==> src/rtl/mips_ctrl_pkg.sv <==
// Shared types and encodings for the multi-cycle MIPS control unit.
// Opcode/funct values, datapath select encodings and the FSM state type.
package mips_ctrl_pkg;

  typedef enum logic [2:0] {
    S_IF,
    S_ID,
    S_EX,
    S_MEM,
    S_WB,
    S_IRQ
  } state_e;

  localparam logic [5:0] OP_RTYPE  = 6'h00;
  localparam logic [5:0] OP_REGIMM = 6'h01;
  localparam logic [5:0] OP_J      = 6'h02;
  localparam logic [5:0] OP_JAL    = 6'h03;
  localparam logic [5:0] OP_BEQ    = 6'h04;
  localparam logic [5:0] OP_BNE    = 6'h05;
  localparam logic [5:0] OP_BLEZ   = 6'h06;
  localparam logic [5:0] OP_BGTZ   = 6'h07;
  localparam logic [5:0] OP_ADDI   = 6'h08;
  localparam logic [5:0] OP_ADDIU  = 6'h09;
  localparam logic [5:0] OP_SLTI   = 6'h0a;
  localparam logic [5:0] OP_SLTIU  = 6'h0b;
  localparam logic [5:0] OP_ANDI   = 6'h0c;
  localparam logic [5:0] OP_ORI    = 6'h0d;
  localparam logic [5:0] OP_LUI    = 6'h0f;
  localparam logic [5:0] OP_LW     = 6'h23;
  localparam logic [5:0] OP_SW     = 6'h2b;

  localparam logic [5:0] FN_SLL  = 6'h00;
  localparam logic [5:0] FN_SRL  = 6'h02;
  localparam logic [5:0] FN_SRA  = 6'h03;
  localparam logic [5:0] FN_JR   = 6'h08;
  localparam logic [5:0] FN_JALR = 6'h09;

  localparam logic [2:0] PCSRC_PC4    = 3'b000;
  localparam logic [2:0] PCSRC_BRANCH = 3'b001;
  localparam logic [2:0] PCSRC_JUMP   = 3'b010;
  localparam logic [2:0] PCSRC_REG    = 3'b011;
  localparam logic [2:0] PCSRC_IRQ    = 3'b100;

  localparam logic [1:0] REGDST_RT = 2'b00;
  localparam logic [1:0] REGDST_RD = 2'b01;
  localparam logic [1:0] REGDST_RA = 2'b10;
  localparam logic [1:0] REGDST_K0 = 2'b11;

  localparam logic [1:0] MEMTOREG_ALU = 2'b00;
  localparam logic [1:0] MEMTOREG_MDR = 2'b01;
  localparam logic [1:0] MEMTOREG_PC  = 2'b10;

  localparam logic [2:0] ALU_ADD   = 3'd0;
  localparam logic [2:0] ALU_SUB   = 3'd1;
  localparam logic [2:0] ALU_FUNCT = 3'd2;
  localparam logic [2:0] ALU_AND   = 3'd3;
  localparam logic [2:0] ALU_OR    = 3'd4;
  localparam logic [2:0] ALU_SLT   = 3'd5;
  localparam logic [2:0] ALU_SLTU  = 3'd6;
  localparam logic [2:0] ALU_UPPER = 3'd7;

  typedef struct packed {
    logic       pc_write;
    logic [2:0] pc_src;
    logic       iord;
    logic       ir_write;
    logic       reg_write;
    logic [1:0] reg_dst;
    logic       mem_read;
    logic       mem_write;
    logic [1:0] mem_to_reg;
    logic       alu_src1;
    logic       alu_src2;
    logic       ext_op;
    logic       lu_op;
    logic       illegal;
  } ctrl_t;

endpackage

==> src/rtl/ctrl_decode.sv <==
// Combinational OpCode/Funct classifier feeding the multi-cycle FSM.
module ctrl_decode
  import mips_ctrl_pkg::*;
#(
  parameter int ALUOP_W = 3
) (
  input  logic [5:0]         op_code,
  input  logic [5:0]         funct,
  output logic               is_rtype,
  output logic               is_branch,
  output logic               is_load,
  output logic               is_store,
  output logic               is_jump,
  output logic               is_jal,
  output logic               is_jr,
  output logic               is_jalr,
  output logic               is_shift,
  output logic               is_imm,
  output logic               illegal,
  output logic [ALUOP_W-1:0] alu_op,
  output logic               ext_op,
  output logic               lu_op
);

  logic [2:0] alu3;
  logic       zero_ext;

  always_comb begin
    is_rtype  = 1'b0;
    is_branch = 1'b0;
    is_load   = 1'b0;
    is_store  = 1'b0;
    is_jump   = 1'b0;
    is_jal    = 1'b0;
    is_jr     = 1'b0;
    is_jalr   = 1'b0;
    is_shift  = 1'b0;
    is_imm    = 1'b0;
    illegal   = 1'b0;
    lu_op     = 1'b0;
    zero_ext  = 1'b0;
    alu3      = ALU_ADD;
    case (op_code)
      OP_RTYPE: begin
        is_rtype = 1'b1;
        alu3     = ALU_FUNCT;
        is_jr    = (funct == FN_JR);
        is_jalr  = (funct == FN_JALR);
        is_shift = (funct == FN_SLL) || (funct == FN_SRL) || (funct == FN_SRA);
      end
      OP_REGIMM, OP_BEQ, OP_BNE, OP_BLEZ, OP_BGTZ: begin
        is_branch = 1'b1;
        alu3      = ALU_SUB;
      end
      OP_J:     is_jump = 1'b1;
      OP_JAL:   is_jal  = 1'b1;
      OP_ADDI, OP_ADDIU: is_imm = 1'b1;
      OP_SLTI:  begin is_imm = 1'b1; alu3 = ALU_SLT;  end
      OP_SLTIU: begin is_imm = 1'b1; alu3 = ALU_SLTU; end
      OP_ANDI:  begin is_imm = 1'b1; alu3 = ALU_AND; zero_ext = 1'b1; end
      OP_ORI:   begin is_imm = 1'b1; alu3 = ALU_OR;  zero_ext = 1'b1; end
      OP_LUI:   begin is_imm = 1'b1; alu3 = ALU_UPPER; lu_op = 1'b1; end
      OP_LW:    is_load  = 1'b1;
      OP_SW:    is_store = 1'b1;
      default:  illegal  = 1'b1;
    endcase
  end

  // Logical immediates are the only zero-extended ones; unsupported opcodes drive nothing.
  assign ext_op = !illegal && !zero_ext;
  assign alu_op = illegal ? '0 : ALUOP_W'(alu3);

endmodule

==> src/rtl/multicycle_controller.sv <==
// Multi-cycle MIPS control FSM: IF/ID/EX/MEM/WB sequencing, interrupt entry,
// memory handshake and retired-instruction counting.
module multicycle_controller
  import mips_ctrl_pkg::*;
#(
  parameter int ALUOP_W       = 3,
  parameter int CNT_W         = 32,
  parameter bit USE_MEM_READY = 1'b1
) (
  input  logic               clk,
  input  logic               reset,
  input  logic [5:0]         OpCode,
  input  logic [5:0]         Funct,
  input  logic               IRQ,
  input  logic               mem_ready,
  input  logic               branch_taken,
  output logic               PCWrite,
  output logic [2:0]         PCSrc,
  output logic               IorD,
  output logic               IRWrite,
  output logic               RegWrite,
  output logic [1:0]         RegDst,
  output logic               MemRead,
  output logic               MemWrite,
  output logic [1:0]         MemToReg,
  output logic               ALUSrc1,
  output logic               ALUSrc2,
  output logic               ExtOp,
  output logic               LuOp,
  output logic [ALUOP_W-1:0] ALUOp,
  output logic               irq_mask,
  output logic               illegal,
  output logic [CNT_W-1:0]   instr_count
);

  state_e             state_q, state_d;
  logic               irq_mask_q, irq_mask_d;
  logic [CNT_W-1:0]   instr_count_q, instr_count_d;
  ctrl_t              ctrl;
  logic [ALUOP_W-1:0] alu_op_out;
  logic               retire, to_if, mem_go;

  logic d_rtype, d_branch, d_load, d_store, d_jump, d_jal, d_jr, d_jalr;
  logic d_shift, d_imm, d_illegal, d_ext, d_lu;
  logic [ALUOP_W-1:0] d_alu_op;

  ctrl_decode #(.ALUOP_W(ALUOP_W)) u_decode (
    .op_code   (OpCode),
    .funct     (Funct),
    .is_rtype  (d_rtype),
    .is_branch (d_branch),
    .is_load   (d_load),
    .is_store  (d_store),
    .is_jump   (d_jump),
    .is_jal    (d_jal),
    .is_jr     (d_jr),
    .is_jalr   (d_jalr),
    .is_shift  (d_shift),
    .is_imm    (d_imm),
    .illegal   (d_illegal),
    .alu_op    (d_alu_op),
    .ext_op    (d_ext),
    .lu_op     (d_lu)
  );

  assign mem_go = USE_MEM_READY ? mem_ready : 1'b1;

  always_comb begin
    state_d    = state_q;
    irq_mask_d = irq_mask_q;
    retire     = 1'b0;
    to_if      = 1'b0;
    ctrl       = '0;
    alu_op_out = '0;
    case (state_q)
      S_IF: begin
        ctrl.mem_read = 1'b1;
        if (mem_go) begin
          ctrl.ir_write = 1'b1;
          ctrl.pc_write = 1'b1;
          ctrl.pc_src   = PCSRC_PC4;
          state_d       = S_ID;
        end
      end
      S_ID: begin
        if (d_illegal) begin
          ctrl.illegal = 1'b1;
          to_if        = 1'b1;
        end else if (d_jump || d_jal) begin
          ctrl.pc_write = 1'b1;
          ctrl.pc_src   = PCSRC_JUMP;
          if (d_jal) begin
            ctrl.reg_write  = 1'b1;
            ctrl.reg_dst    = REGDST_RA;
            ctrl.mem_to_reg = MEMTOREG_PC;
          end
          retire = 1'b1;
          to_if  = 1'b1;
        end else begin
          state_d = S_EX;
        end
      end
      S_EX: begin
        if (d_branch) begin
          ctrl.pc_write = branch_taken;
          ctrl.pc_src   = PCSRC_BRANCH;
          retire        = 1'b1;
          to_if         = 1'b1;
        end else if (d_jr || d_jalr) begin
          ctrl.pc_write = 1'b1;
          ctrl.pc_src   = PCSRC_REG;
          if (d_jalr) begin
            ctrl.reg_write  = 1'b1;
            ctrl.reg_dst    = REGDST_RD;
            ctrl.mem_to_reg = MEMTOREG_PC;
          end
          if (d_jr) irq_mask_d = 1'b0;
          retire = 1'b1;
          to_if  = 1'b1;
        end else if (d_load || d_store) begin
          state_d = S_MEM;
        end else begin
          state_d = S_WB;
        end
      end
      S_MEM: begin
        ctrl.iord      = 1'b1;
        ctrl.mem_read  = d_load;
        ctrl.mem_write = d_store;
        if (mem_go) begin
          if (d_load) begin
            state_d = S_WB;
          end else begin
            retire = 1'b1;
            to_if  = 1'b1;
          end
        end
      end
      S_WB: begin
        ctrl.reg_write  = 1'b1;
        ctrl.reg_dst    = d_rtype ? REGDST_RD : REGDST_RT;
        ctrl.mem_to_reg = d_load ? MEMTOREG_MDR : MEMTOREG_ALU;
        retire          = 1'b1;
        to_if           = 1'b1;
      end
      S_IRQ: begin
        ctrl.reg_write  = 1'b1;
        ctrl.reg_dst    = REGDST_K0;
        ctrl.mem_to_reg = MEMTOREG_PC;
        ctrl.pc_write   = 1'b1;
        ctrl.pc_src     = PCSRC_IRQ;
        irq_mask_d      = 1'b1;
        to_if           = 1'b1;
      end
      default: state_d = S_IF;
    endcase

    // Checking against the next mask lets a jr return straight into a pending IRQ.
    if (to_if) state_d = (IRQ && !irq_mask_d) ? S_IRQ : S_IF;
    instr_count_d = instr_count_q + CNT_W'(retire);

    if (state_q inside {S_ID, S_EX, S_MEM, S_WB}) begin
      ctrl.alu_src1 = d_shift;
      ctrl.alu_src2 = d_imm || d_load || d_store;
      ctrl.ext_op   = d_ext;
      ctrl.lu_op    = d_lu;
      alu_op_out    = d_alu_op;
    end

    if (!reset) begin
      ctrl       = '0;
      alu_op_out = '0;
    end
  end

  always_ff @(posedge clk or negedge reset) begin
    if (!reset) begin
      state_q       <= S_IF;
      irq_mask_q    <= 1'b0;
      instr_count_q <= '0;
    end else begin
      state_q       <= state_d;
      irq_mask_q    <= irq_mask_d;
      instr_count_q <= instr_count_d;
    end
  end

  assign PCWrite     = ctrl.pc_write;
  assign PCSrc       = ctrl.pc_src;
  assign IorD        = ctrl.iord;
  assign IRWrite     = ctrl.ir_write;
  assign RegWrite    = ctrl.reg_write;
  assign RegDst      = ctrl.reg_dst;
  assign MemRead     = ctrl.mem_read;
  assign MemWrite    = ctrl.mem_write;
  assign MemToReg    = ctrl.mem_to_reg;
  assign ALUSrc1     = ctrl.alu_src1;
  assign ALUSrc2     = ctrl.alu_src2;
  assign ExtOp       = ctrl.ext_op;
  assign LuOp        = ctrl.lu_op;
  assign illegal     = ctrl.illegal;
  assign ALUOp       = alu_op_out;
  assign irq_mask    = irq_mask_q;
  assign instr_count = instr_count_q;

endmodule

==> config.mk <==
export PLATFORM = sky130hd
export DESIGN_NAME = multicycle_controller
export DESIGN_NICKNAME = d
export VERILOG_FILES = /design/src/rtl/mips_ctrl_pkg.sv /design/src/rtl/ctrl_decode.sv /design/src/rtl/multicycle_controller.sv
export SDC_FILE = /design/constraint.sdc
export NUM_CORES = 1
export LEC_CHECK = 0
export CAP_MARGIN = 20
export CORE_UTILIZATION = 51
export CTS_CLUSTER_DIAMETER = 30
export CTS_CLUSTER_SIZE = 30
export DETAILED_ROUTE_END_ITERATION = 6
export PLACE_DENSITY = 0.86
export SLEW_MARGIN = 20
export SYNTH_ARGS = -nofsm -noshare
export SYNTH_HDL_FRONTEND = slang
export SYNTH_HIERARCHICAL = 1
export SYNTH_SLANG_ARGS = --single-unit
==> constraint.sdc <==
create_clock -name clk -period 6.85 [get_ports clk]
set_clock_uncertainty 0.15 [all_clocks]
set_input_delay 1.7125 -clock clk [delete_from_list [all_inputs] [get_ports clk]]
set_output_delay 1.7125 -clock clk [all_outputs]
set_load 0.005 [all_outputs]
==> results by group <==
Logic synthesis
  – Number of synthesized register bits: 36
  – EDFF count, synth: 0
  – Top cell type's share of synthesized area: 0.384
  – Area leader, netlist: dfrtp_1
  – Synth warn: 6
  – Synthesized instance count: 261
  – Syn_area_per_cell: 8.98 um2
  – Synth top area cells: dfrtp_1 38%, xor2_1 7.1%, xnor2_1 4.9%
  – Post-synth ARST share: 1.00
  – Most common flop cell mapped by yosys: dfrtp_1
  – Netlist cell types: 53
  – Sequential fraction of the synthesis area: 0.384
  – Post-Syn Area: about 2300 um2
  – Synth Net Count: 280

Placed design
  – Hpwl dp: between 4 and 5 mm
  – Placed Area: about 3000 um2
  – Port-buffer cells: 70
  – Placed Cells: between 300 and 400
  – Post-Place Worst Slack: 0.552 ns
  – GPL Wtd Cong: 0.934

Cells and area
  – NumNets Final: 350
  – Share of cells above drive strength 1: 0.0843
  – Filler cell count in the final layout: approximately 340
  – Final instance area: around 3200 um2
  – Post-Route Utilization: 0.723
  – Area growth, synth to finish: 35.2%
  – Finished Layout Cells: approximately 380
  – Diode count: 0

Clocking
  – CTS buffer count: 5
  – Post-CTS setup buffer count: 0
  – Clock transition at path regs: about 0.070 ns
  – # resized after CTS: 0
  – Hold Buf Count CTS: 0
  – Clock Sinks: 36
  – Root buffer cell: clkbuf_8
  – CTS tree: yes
  – CTS H-Tree Depth: 2
  – Max Buffers Root-to-Sink: 2
  – Clk_lat worst skew: about 0.29 ns

Timing
  – Final worst slack: ~0.48 ns
  – Setup violators final: 0
  – Fin Hold WS: about 0.33 ns
  – Period utilisation layout: 0.929
  – Fin. Hold Viols: 0
  – Max transition margin: 0.551
  – Worst-margin pin slew: around 0.67 ns
  – Slew Limit Fails: 0
  – RSZ-0062 raised after global routing: no
  – Clock period minus worst slack: ~6.4 ns
  – FMAX: 157 MHz
  – Setup_tns: 0 ns

Detailed routing
  – Routed wl met3: 340 um
  – DRT iter0 DRCs: just under 200
  – Drt pass-1 iters: 4
  – Metal-1 WL: around 2.5 mm
  – DRC: 0
  – Final Routed Wirelength: just under 6 mm
  – Routed Antenna Nets: 0
  – Wirelength per Cell: 15.1 um
  – Top Metal Used: met4
  – Via count: approximately 2,200
  – Vias per cell: 5.83
  – WL met2: between 2 and 3 mm

Setup path
  – Crit path buffers/inverters: 2
  – Worst Setup Start Kind: input pin
  – Largest delay share family, worst path: simple AND/OR/NAND/NOR gates
  – Setup crit end kind: primary output
  – Critical Path AT: between 4 and 5 ns
  – Critical Path Max Stage Delay: roughly 0.56 ns
  – Register-to-Register Path Depth: 9
  – Slowest CP cell: or4_4
  – CP Cell Sequence: clkdlybuf4s50_1, or4_4, nand2b_4, nor4_1, or3_1, and2_1, o21ai_0, a31oi_1, clkdlybuf4s50_1
  – Most used cell, CP: clkdlybuf4s50_1
  – CP required: 4.99 ns
  – R2R Path End: instr_count[20]
  – Critical R2R Launch: state_q[0]
  – Worst-path fanout max: 4
  – R2R setup slack: between 3 and 4 ns
  – Critical path type: in -> out

Pwr
  – Pwr dens: 213 nW/um2
  – Pwr Total: around 670 uW
  – LEAKAGE: roughly 1.4 nW
  – Peak supply drop: approximately 0.19 mV

Floorplanning
  – Die width: 69.8 um
  – Die ar.: ~5000 um2
  – Core area: 4380 um2
  – Die Ht: about 70 um
  – # rows: 24
  – Initial core utilization: 0.535
  – IO Count: between 70 and 80

Job
  – Number of max-cap violations: 0

GRT
  – Initial antenna violation count: 0
  – First-pass GRT wire length: between 9 and 10 mm
  – Vias in the first global route: 2,081
  – Global-route usage over all layers: 0.246
  – Grt ovf: 0
  – Largest net degree at the start of global routing: 31

Outcome
  – Outcome: finished, final reports clean

Min path
  – Worst hold path type: reg -> reg
  – Hold-critical path depth: 1
  – Min-delay src: instr_count[31]
  – Worst min-delay path endpoint: instr_count[31]
synth_stat cells, types with 5 or more instances:
| library cell | count |
|---|---|
| inv_1 | 15 |
| xnor2_1 | 13 |
| xor2_1 | 19 |
| o21ai_0 | 8 |
| nor2_1 | 15 |
| nor3_1 | 14 |
| and3_1 | 13 |
| nor3b_1 | 5 |
| nand2_1 | 19 |
| dfrtp_1 | 36 |
| nor2b_1 | 6 |
| a21oi_1 | 12 |
| nor4_1 | 9 |
| clkbuf_1 | 8 |
| nand3_1 | 9 |
cells in the final DEF, fill, tap and decap left out, types with 12 or more instances in the layout:
master,n
clkdlybuf4s50_1,69
dfrtp_1,36
nand2_1,19
xor2_1,19
inv_1,15
nor2_1,15
nor3_1,14
xnor2_1,13
and3_1,13
a21oi_1,12
sequential cells by signal, indices dropped and copies added (netlist names):
name / cells
instr_count: 32
irq_mask: 1
state_q: 3
worst max-delay path by stage:
stage | slack, ns | end | from | cells past startpoint
6_report | 0.48 | PCWrite | OpCode[5] | 9
3_5_place_dp | 0.55 | PCWrite | OpCode[5] | 9
3_3_place_gp | 0.58 | PCWrite | OpCode[5] | 9
2_1_floorplan | 1.38 | PCWrite | OpCode[3] | 8
5_1_grt | 0.33 | PCWrite | OpCode[5] | 9
4_1_cts | 0.52 | PCWrite | OpCode[5] | 9
layout make-up:
| class | instances | area [um2] | share of cell area |
|---|---|---|---|
| flip-flops and latches | 36 | 901 | 0.284 |
| inverters | 16 | 60.1 | 0.0190 |
| clock inverters | 3 | 18.8 | 0.00592 |
| multi-input cells | 196 | 1310 | 0.415 |
| well taps | 52 | 65.1 | 0.0205 |
| repair buffers | 76 | 741 | 0.234 |
| clock buffers | 5 | 68.8 | 0.0217 |
logic make-up after synthesis:
family,after synthesis,share of synthesized area
mux,1,0.00427
xor+xnor,32,0.120
flops,36,0.384
compound gates,44,0.129
simple gates,117,0.297
fa+ha+maj,2,0.0107
buf+inv,29,0.0550
layer usage:
layer | up-vias | global-route usage
met2 | 83 | 0.409
met3 | 8 | 0.0363
li1 | 1082 | -
met5 | - | 0
met1 | 1065 | 0.331
met4 | 0 | 0.0756
power breakdown:
group / switching (mW) / internal, mW / total [mW]
sequential: 0.0603 / 0.237 / 0.297
clock: 0.0766 / 0.0708 / 0.147
combinational: 0.109 / 0.121 / 0.230
total: 0.246 / 0.429 / 0.674
(Power assumes the default switching activity.)
==> variant (same flow settings) <==
Set the parameter `USE_MEM_READY` to 1'b0 (it was 1'b1).
--- a/src/rtl/multicycle_controller.sv
+++ b/src/rtl/multicycle_controller.sv
@@ -7,3 +7,3 @@
   parameter int CNT_W         = 32,
-  parameter bit USE_MEM_READY = 1'b1
+  parameter bit USE_MEM_READY = 1'b0
 ) (
Behaviour: not the same (a bounded check fails within 4 cycles, from zero or initial values and one cycle with reset low).
==> variant against the unedited design <==
Utilization increased by 0.21 points; total power shrank 20%; sequential share of layout area is 0.11 points higher; highest routed layer unchanged; worst setup slack lost 0.23 ns; synthesized area shrank 1.0%; sequential cell count is the same; final area down 0.39%; sequential power decreased by 15%; critical path type unchanged; hold slack better by 0.0083 ns; routed wire length is 0.47% lower; non-clock buffer count is the same; clock power grew 5%.
==> variant: results (changes against the unedited design) <==
run_status:
  status: "finished, final reports clean"
drt:
  wl_per_cell_um: 15.29  # +1.1%
  finalWirelength_mm: 5.779  # -0.47%
  vias: 2119  # -5.3%
global_route:
  grt.total_usage: 0.2448  # -0.001120
  grt_pass1_wl_mm: 9.459  # -2.4%
  grt_max_degree: 42  # +35%
setup_path:
  cpMaxStageDelayCell: "clkdlybuf4s50_1"
  reg2reg_from: "state_q[2]$_DFFE_PN0P_"
  regToRegSetupSlack_ns: 3.61  # +0.28 ns
  r2r_end: "instr_count[14]$_DFF_PN0_"
sta:
  fin_ws_ns: 0.2531  # -0.2310 ns
  slew-limit-headroom: 0.4433  # -0.1078
yosys:
  ys_seq_area_frac: 0.3883  # +0.003939
  avgSynthCellArea_um2: 9.169  # +2.1%
  synth_area_leaders: "dfrtp_1 39%, xor2_1 6.4%, xnor2_1 5.7%"
  syn_nets: 272  # -2.9%
  synthTopCellsByCount: "36 x dfrtp_1, 19 x nand2_1, 17 x nor2_1, 17 x xor2_1"
  yosysUniqueCellTypes: 58  # +9.4%
power_and_ir_drop:
  vdd_drop_max_uv: 147.6  # -24%
  power.share.switching: 0.3023  # -0.06196
placement:
  dp_hpwl_mm: 4.368  # +1.4%
  port_buffers: 69  # -1.4%
  preCtsSetupSlack_ns: 0.3155  # -0.2363 ns
  place_area_um2: 3062  # -0.61%
  place_inst: 370  # -1.6%
finish:
  area_delta_synth_final_pct: 36.03
  fillers: 345  # +0.58%
  drive_gt1_frac: 0.1043  # +0.01996
==> variant: cell count changes after synthesis, moves of 4 or more <==
cell,change
nor3b_1,-4
nor3_2,+8
a21oi_1,-4
nand4_1,+5
and3_1,-5
nor3_1,-4
==> variant: layout make-up <==
cell class                      count  area share
Clock buffer                        7     0.02736
Multi-Input combinational cell    190      0.4112
Clock inverter                      1    0.002379
Tap cell                           52     0.02062
Inverter                           16     0.01903
Timing Repair Buffer               76      0.2339
Sequential cell                    36      0.2855
==> variant: metrics by stage <==
stage / hold slack (ns) / power [mW]
2_1_floorplan: 0.3183 / 0.3169
3_3_place_gp: 0.3102 / 0.3866
3_5_place_dp: 0.3284 / 0.3893
4_1_cts: 0.3377 / 0.5446
5_1_grt: 0.3619 / 0.5705
6_report: 0.3334 / 0.5412
==> variant: how the worst max path moves through the flow <==
stage / from / to / depth (start not counted)
3_5_place_dp: OpCode[4] / PCWrite / 9
6_report: OpCode[4] / PCWrite / 9
2_1_floorplan: OpCode[3] / PCWrite / 8
3_3_place_gp: OpCode[5] / PCWrite / 9
4_1_cts: OpCode[4] / PCWrite / 9
5_1_grt: OpCode[5] / PCWrite / 9
==> variant: cells by family (layout without fill, tap and decap cells) <==
group           Yosys count  in the layout  synth area share
simple gates            122            122            0.3236
fa+ha+maj                 2              2           0.01079
xor+xnor                 32             32            0.1208
flops                    36             36            0.3883
compound gates           33             33           0.09979
mux                       1              1          0.004315
buf+inv                  27            100           0.05231
==> variant: critical path: cells and delay by family <==
| kind | cells | cell delay [ns] |
|---|---|---|
| compound gates | 2 | 0.52 |
| buf+inv | 2 | 1.00 |
| simple gates | 5 | 1.50 |
==> variant: routing by layer <==
| metal | routed length [um] | global-route usage |
|---|---|---|
| met1 | 2588 | 0.3252 |
| met4 | 35 | 0.04762 |
| met2 | 2848 | 0.4121 |
| met5 | 0 | 0 |
| met3 | 307 | 0.05378 |
==> variant: power groups by stage <==
stage	logic (mW)	registers, mW	clock network (mW)
final	0.135	0.252	0.154
after global routing	0.147	0.254	0.169
after CTS	0.135	0.251	0.158
after detailed placement	0.134	0.255	0
after global placement	0.131	0.255	0
after floorplan	0.0761	0.241	0
